## config.mk

```make
export PLATFORM = sky130hd
export DESIGN_NAME = sram_req_port_flat
export DESIGN_NICKNAME = d
export VERILOG_FILES = /design/src/rtl/sram_req_port_if.sv /design/src/rtl/sram_req_port.sv /design/src/flat_wrapper.sv
export SDC_FILE = /design/constraint.sdc
export NUM_CORES = 1
export LEC_CHECK = 0
export BUFFER_PORTS_ARGS = -buffer_cell sky130_fd_sc_hd__buf_2
export CAP_MARGIN = 20
export CORE_MARGIN = 3
export CORE_UTILIZATION = 42
export CTS_CLUSTER_DIAMETER = 60
export DETAILED_ROUTE_END_ITERATION = 10
export PLACE_DENSITY = 0.74
export RECOVER_POWER = 100
export REMOVE_ABC_BUFFERS = 1
export SYNTH_ARGS = -nofsm -noshare
export SYNTH_HDL_FRONTEND = slang
export SYNTH_SLANG_ARGS = --single-unit
export TNS_END_PERCENT = 50
```

## constraint.sdc

```tcl
create_clock -name clk -period 2.5 [get_ports clk]
set_clock_uncertainty 0.15 [all_clocks]
set_input_delay 0 -clock clk [delete_from_list [all_inputs] [get_ports clk]]
set_output_delay 0 -clock clk [all_outputs]
set_load 0.05 [all_outputs]
```

## src/rtl/sram_req_port_if.sv

```systemverilog
// Request/response channel bundle between a bus agent and sram_req_port.
//
// Handshake (both channels): a transfer happens on a rising clk edge where
// valid and ready are both high. The sender holds valid and its payload
// stable until the transfer. ready never depends on valid in the same cycle.
interface sram_req_port_if #(
    parameter int ADDR_WIDTH = 11,
    parameter int DATA_WIDTH = 32
);
    // Request channel: one read or byte-masked write per transfer.
    logic                      req_valid;
    logic                      req_ready;
    logic                      req_we;
    logic [DATA_WIDTH/8-1:0]   req_wem;
    logic [ADDR_WIDTH-1:0]     req_addr;
    logic [DATA_WIDTH-1:0]     req_wdata;

    // Response channel: read data in issue order.
    logic                      rsp_valid;
    logic                      rsp_ready;
    logic [DATA_WIDTH-1:0]     rsp_rdata;

    // Agent side: issues requests and consumes responses.
    modport master (
        output req_valid, req_we, req_wem, req_addr, req_wdata, rsp_ready,
        input  req_ready, rsp_valid, rsp_rdata
    );

    // Port side: accepts requests and produces responses.
    modport slave (
        input  req_valid, req_we, req_wem, req_addr, req_wdata, rsp_ready,
        output req_ready, rsp_valid, rsp_rdata
    );
endinterface

```

## src/rtl/sram_req_port.sv

```systemverilog
// Initiator front-end for a byte-masked single-port block RAM. Drives the RAM
// port straight from the request channel, tracks the 1- or 2-cycle read
// latency with a tag shift register, and returns read data through a small
// response FIFO. Requests are credit-gated so the FIFO can never overflow.
module sram_req_port #(
    parameter int ADDR_WIDTH = 11,
    parameter int DATA_WIDTH = 32,
    parameter int RSP_DEPTH  = 4
) (
    input  logic                    clk,
    input  logic                    rst,
    input  logic                    pipen,
    sram_req_port_if.slave          bus,
    output logic                    ram_en,
    output logic                    ram_we,
    output logic [DATA_WIDTH/8-1:0] ram_wem,
    output logic [ADDR_WIDTH-1:0]   ram_addr,
    output logic [DATA_WIDTH-1:0]   ram_din,
    input  logic [DATA_WIDTH-1:0]   ram_dout,
    output logic                    ram_pipen,
    output logic                    busy
);

    localparam int PTR_W = $clog2(RSP_DEPTH);
    localparam int CNT_W = PTR_W + 1;

    // Read tags: bit 0 is one cycle after acceptance, bit 1 two cycles after.
    logic [1:0]            tag_q, tag_d;
    logic                  ram_pipen_q, ram_pipen_d;
    logic [PTR_W-1:0]      wr_ptr_q, wr_ptr_d;
    logic [PTR_W-1:0]      rd_ptr_q, rd_ptr_d;
    logic [CNT_W-1:0]      count_q, count_d;
    logic [DATA_WIDTH-1:0] mem_q [RSP_DEPTH];

    logic [1:0]            inflight;
    logic [CNT_W:0]        credit_used;
    logic                  mode_pend;
    logic                  req_fire;
    logic                  rd_fire;
    logic                  push;
    logic                  pop;

    // Credit check, mode-change stall and the combinational RAM port drive.
    always_comb begin
        inflight      = {1'b0, tag_q[0]} + {1'b0, tag_q[1]};
        credit_used   = {1'b0, count_q} + (CNT_W + 1)'(inflight);
        mode_pend     = (pipen != ram_pipen_q);
        bus.req_ready = !rst && !mode_pend
                        && (credit_used < (CNT_W + 1)'(RSP_DEPTH));
        req_fire      = bus.req_valid && bus.req_ready;
        rd_fire       = req_fire && !bus.req_we;
        ram_en        = req_fire;
        ram_we        = req_fire && bus.req_we;
        ram_wem       = bus.req_wem;
        ram_addr      = bus.req_addr;
        ram_din       = bus.req_wdata;
        ram_pipen     = ram_pipen_q;
    end

    // Tag advance and capture point; in 1-cycle mode a tag retires at stage 1
    // so it is not carried into stage 2 and stops counting as in flight.
    always_comb begin
        tag_d[0]    = rd_fire;
        tag_d[1]    = tag_q[0] && ram_pipen_q;
        push        = ram_pipen_q ? tag_q[1] : tag_q[0];
        // The mode only changes once nothing is in flight, so every read
        // completes under the latency it was issued with.
        ram_pipen_d = (mode_pend && (inflight == 2'd0)) ? pipen : ram_pipen_q;
    end

    // Response FIFO pointers and occupancy; push and pop together leave the
    // count unchanged at any occupancy.
    always_comb begin
        pop           = (count_q != '0) && bus.rsp_ready;
        wr_ptr_d      = push ? wr_ptr_q + PTR_W'(1) : wr_ptr_q;
        rd_ptr_d      = pop  ? rd_ptr_q + PTR_W'(1) : rd_ptr_q;
        count_d       = count_q + CNT_W'(push) - CNT_W'(pop);
        bus.rsp_valid = (count_q != '0);
        bus.rsp_rdata = (count_q != '0) ? mem_q[rd_ptr_q] : '0;
        busy          = (inflight != 2'd0) || (count_q != '0);
    end

    // Control state; reset discards in-flight tags so stale reads never push.
    always_ff @(posedge clk) begin
        if (rst) begin
            tag_q       <= '0;
            ram_pipen_q <= 1'b0;
            wr_ptr_q    <= '0;
            rd_ptr_q    <= '0;
            count_q     <= '0;
        end else begin
            tag_q       <= tag_d;
            ram_pipen_q <= ram_pipen_d;
            wr_ptr_q    <= wr_ptr_d;
            rd_ptr_q    <= rd_ptr_d;
            count_q     <= count_d;
        end
    end

    // FIFO storage; contents are only visible through the count, so no reset.
    always_ff @(posedge clk) begin
        if (push && !rst) begin
            mem_q[wr_ptr_q] <= ram_dout;
        end
    end

endmodule

```

## src/flat_wrapper.sv

```systemverilog
// flat-port wrapper written by rule: the top's interface ports become plain ports
module sram_req_port_flat 
#(
    parameter int ADDR_WIDTH = 11,
    parameter int DATA_WIDTH = 32,
    parameter int RSP_DEPTH  = 4
)
  (clk, rst, pipen, ram_en, ram_we, ram_wem, ram_addr, ram_din, ram_dout, ram_pipen, busy, bus_req_valid, bus_req_we, bus_req_wem, bus_req_addr, bus_req_wdata, bus_rsp_ready, bus_req_ready, bus_rsp_valid, bus_rsp_rdata);
  sram_req_port_if #(.ADDR_WIDTH(ADDR_WIDTH), .DATA_WIDTH(DATA_WIDTH)) bus_i ();
  input  logic clk;
  input  logic rst;
  input  logic pipen;
  output logic ram_en;
  output logic ram_we;
  output logic [DATA_WIDTH/8-1:0] ram_wem;
  output logic [ADDR_WIDTH-1:0] ram_addr;
  output logic [DATA_WIDTH-1:0] ram_din;
  input  logic [DATA_WIDTH-1:0] ram_dout;
  output logic ram_pipen;
  output logic busy;
  input wire logic [$bits(bus_i.req_valid)-1:0] bus_req_valid;
  input wire logic [$bits(bus_i.req_we)-1:0] bus_req_we;
  input wire logic [$bits(bus_i.req_wem)-1:0] bus_req_wem;
  input wire logic [$bits(bus_i.req_addr)-1:0] bus_req_addr;
  input wire logic [$bits(bus_i.req_wdata)-1:0] bus_req_wdata;
  input wire logic [$bits(bus_i.rsp_ready)-1:0] bus_rsp_ready;
  output wire logic [$bits(bus_i.req_ready)-1:0] bus_req_ready;
  output wire logic [$bits(bus_i.rsp_valid)-1:0] bus_rsp_valid;
  output wire logic [$bits(bus_i.rsp_rdata)-1:0] bus_rsp_rdata;
  assign bus_i.req_valid = bus_req_valid;
  assign bus_i.req_we = bus_req_we;
  assign bus_i.req_wem = bus_req_wem;
  assign bus_i.req_addr = bus_req_addr;
  assign bus_i.req_wdata = bus_req_wdata;
  assign bus_i.rsp_ready = bus_rsp_ready;
  assign bus_req_ready = bus_i.req_ready;
  assign bus_rsp_valid = bus_i.rsp_valid;
  assign bus_rsp_rdata = bus_i.rsp_rdata;
  sram_req_port #(.ADDR_WIDTH(ADDR_WIDTH), .DATA_WIDTH(DATA_WIDTH), .RSP_DEPTH(RSP_DEPTH)) u_core (.clk(clk), .rst(rst), .pipen(pipen), .bus(bus_i), .ram_en(ram_en), .ram_we(ram_we), .ram_wem(ram_wem), .ram_addr(ram_addr), .ram_din(ram_din), .ram_dout(ram_dout), .ram_pipen(ram_pipen), .busy(busy));
endmodule
```

==> results.yml <==
run_status:
  run_status: "finished, final reports clean"
critical_path:
  path_delay_family: "simple AND/OR/NAND/NOR gates"
  worstSetupPathType: "reg2out"
  critPathArrivalTime_ns: 2.18
  cpMostUsedCell: "ha_1"
  crit_buf_inv: 1
  cp_cell_sequence: "ha_1, ha_1, or3_1, a311oi_2, and3_1, buf_2"
  reg2reg_depth: 10
  cp_max_fo: 4
  r2r-start: "u_core.count_q[2]$_SDFF_PP0_"
  critPathRequiredTime_ns: 2.35
  critPathMaxStageDelay_ns: 0.36
  r2r-end: "u_core.count_q[2]$_SDFF_PP0_"
  rrSetupSlack_ns: 0.18
  endpoint_kind: "primary output"
  crit_path_top_delay_cell: "or3_1"
  critPathLaunchType: "flop"
timing:
  period_needed_ns: 2.331
  fin_crit_sh: 0.9324
  setup_viol: 0
  drv_slew: 0
  holdWs_ns: 0.2430
  rsz0062_at_grt: "no"
  fmax_mhz: 429.0
  tightest_slew_ns: 0.9029
  fin_tns_setup_ns: 0
  hold_violations: 0
  relSlewSlack: 0.3981
pwr:
  p_clk_frac: 0.326
  switching_share: 0.3631
  power_frac_comb: 0.365
  seq_power_share: 0.309
  ir_worst_vdd_uv: 638.6
  p_int_uw: 5540
  p_sw_uw: 3158
  power.density_nw_per_um2: 1143
  leakagePower_uw: 0.002684
layout:
  layout_common_cells: "edfxtp_1, dlygate4sd3_1, buf_2, clkbuf_1, nor2b_1"
  synthToLayoutAreaGrowth_pct: 30.64
  stdcell_count: 637
  drive_gt1_frac: 0.2593
  final_common_cell: "edfxtp_1"
  fin_nets: 541
  fill_cells: 1037
  utilization: 0.5681
cts:
  clockBufferDepth: 2
  numCtsBuffers: 17
  clock_tree.root_cell: "clkbuf_16"
  cts_tree: "done"
  postCtsSetupRepairBufs: 0
  cts.sinks: 140
  path_clk_slew_ns: 0.05
  worstSkewPairLatency_ns: 0.40
  cts_max_level: 4
min_path:
  holdPathEnd: "u_core.mem_q[1][27]$_DFFE_PP_"
  min-delay-path-class: "in2reg"
  min_from: "ram_dout[27]"
  hold_depth: 2
yosys:
  yosys.cell_types.count: 25
  syn_inst: 319
  syn-cell-area_um2: 5827
  yosysTopAreaCellShare: 0.6597
  yosysWarnings: 0
  synth_area_per_cell_um2: 18.27
  synth-seq-cells: 140
  yosys.area.top_type: "edfxtp_1"
  synthTopCellsByArea: "edfxtp_1, mux4_2, buf_4"
  ys_seq_area_frac: 0.7009
global_routing:
  first_global_vias: 3191
  grt_max_degree: 33
  track_usage: 0.1823
  grt_pass1_wl_mm: 19.61
  grt_remaining_overflow: 0
  antenna_found_initial: 4
floorplan:
  fp.dieH_um: 123.8
  die_area_um2: 15320
  rows: 42
  start_util: 0.4348
  core_um2: 13400
  pin_count: 170
  dieWidth_um: 123.8
flow_run:
  cap_viol_max_count: 0
routing:
  drtIter0Drc: 203
  route.detailed.drc: 0
  wire_per_inst_um: 21.11
  via_per_inst: 4.947
  dr.pass1.iters: 4
  num_vias: 3151
  wirelength_mm: 13.45
  ant_nets: 0
place:
  place_congestion: 0.7217
  post-dp-hpwl_mm: 8.195
  port_buffers: 75
  dp.cells: 518
==> sequential cells by signal, indices dropped and copies added (netlist names), named ones only <==
| signal | count |
|---|---|
| u_core.count_q | 3 |
| u_core.mem_q | 128 |
| u_core.ram_pipen | 1 |
| u_core.rd_ptr_q | 2 |
| u_core.tag_q | 2 |
| u_core.wr_ptr_q | 2 |
==> layer usage <==
metal  up-vias  wire length [um]  global-route usage  share of wire
li1       1411                 -                   -              -
met1      1603              6071              0.2620           0.45
met2       116              6345              0.2660           0.47
met3        17               879             0.06585          0.065
met5         -                21                   0         0.0016
met4         4               129             0.04775         0.0096
==> final cells by class <==
type | instances | area (um2) | area share
sequential | 140 | 4086 | 0.5368
timing repair buffer | 166 | 1269 | 0.1667
clock buffer | 19 | 432.9 | 0.05687
clock inverter | 13 | 245.2 | 0.03222
multi-input combinational | 111 | 1316 | 0.1729
antenna | 2 | 5.005 | 0.0006575
tap | 176 | 220.2 | 0.02893
inverter | 10 | 37.54 | 0.004931
==> worst max path at each step <==
stage	from	end	slack (ns)	cells after the start
floorplan	flop	bus_rsp_rdata[0]	-0.25	2
finish	u_core.tag_q[0]$_SDFF_PP0_	ram_we	0.17	6
global route	u_core.count_q[2]$_SDFF_PP0_	u_core.count_q[2]$_SDFF_PP0_	0.007	10
detailed placement	u_core.count_q[2]$_SDFF_PP0_	u_core.count_q[2]$_SDFF_PP0_	0.14	10
CTS	u_core.count_q[2]$_SDFF_PP0_	u_core.count_q[2]$_SDFF_PP0_	0.12	10
global placement	u_core.count_q[2]$_SDFF_PP0_	u_core.count_q[2]$_SDFF_PP0_	0.23	10
==> synthesized netlist by cell type <==
| cell type | number |
|---|---|
| o21ai_0 | 1 |
| edfxtp_1 | 128 |
| ha_1 | 9 |
| mux4_2 | 32 |
| xnor2_1 | 1 |
| and2_1 | 6 |
| fa_1 | 1 |
| buf_2 | 4 |
| and3_1 | 2 |
| nor3_2 | 1 |
| or3_1 | 2 |
| nor2_1 | 10 |
| inv_1 | 10 |
| nor2b_1 | 33 |
| buf_4 | 47 |
| dfxtp_1 | 12 |
| clkbuf_1 | 4 |
| mux2i_1 | 3 |
| o31ai_1 | 1 |
| xor2_1 | 3 |
| buf_6 | 3 |
| a311oi_2 | 1 |
| nor3_1 | 1 |
| a21oi_1 | 1 |
| nand2_1 | 3 |
==> power by group through the flow <==
stage	registers [uW]	logic, uW	clock network (uW)
global route	2690	3380	2990
CTS	2670	3210	2880
finish	2680	3180	2840
floorplan	2830	2060	0
detailed placement	2720	2940	0
global placement	2720	2920	0
==> per-stage QoR <==
| step | instance area [um2] | worst slack [ns] | total power, uW |
|---|---|---|---|
| 2_1_floorplan | 5405 | -0.2511 | 4888 |
| 3_3_place_gp | 6097 | 0.2297 | 5632 |
| 3_5_place_dp | 6097 | 0.1363 | 5660 |
| 4_1_cts | 7626 | 0.1212 | 8760 |
| 5_1_grt | 7612 | 0.007415 | 9059 |
| 6_report | 7612 | 0.1690 | 8698 |
==> logic make-up after synthesis <==
| kind of cell | count (synthesis) | synth area share |
|---|---|---|
| buf+inv | 68 | 0.07881 |
| mux | 35 | 0.1288 |
| compound gates | 4 | 0.005581 |
| flops | 140 | 0.7009 |
| xor+xnor | 4 | 0.006014 |
| fa+ha+maj | 10 | 0.02276 |
| simple gates | 58 | 0.05712 |
==> worst register-to-register path, cell delays in order (launching register included) <==
cell and delay, ns:
dfxtp_1 0.38, o31ai_4 0.30, inv_1 0.07, ha_1 0.29
inv_1 0.06, ha_1 0.13, inv_1 0.05, fa_1 0.39
xor2_2 0.17, and2_1 0.16, nor3_1 0.11
==> what timing repair did <==
| action | 4_1_cts | 5_1_grt |
|---|---|---|
| endpoints found under the setup margin | 0 | 1 |
| hold buffers | 85 | 0 |
| endpoints found under the hold margin | 187 | 0 |
| gates resized for setup | 0 | 3 |
No activity file was read; power rests on OpenSTA's default activity.
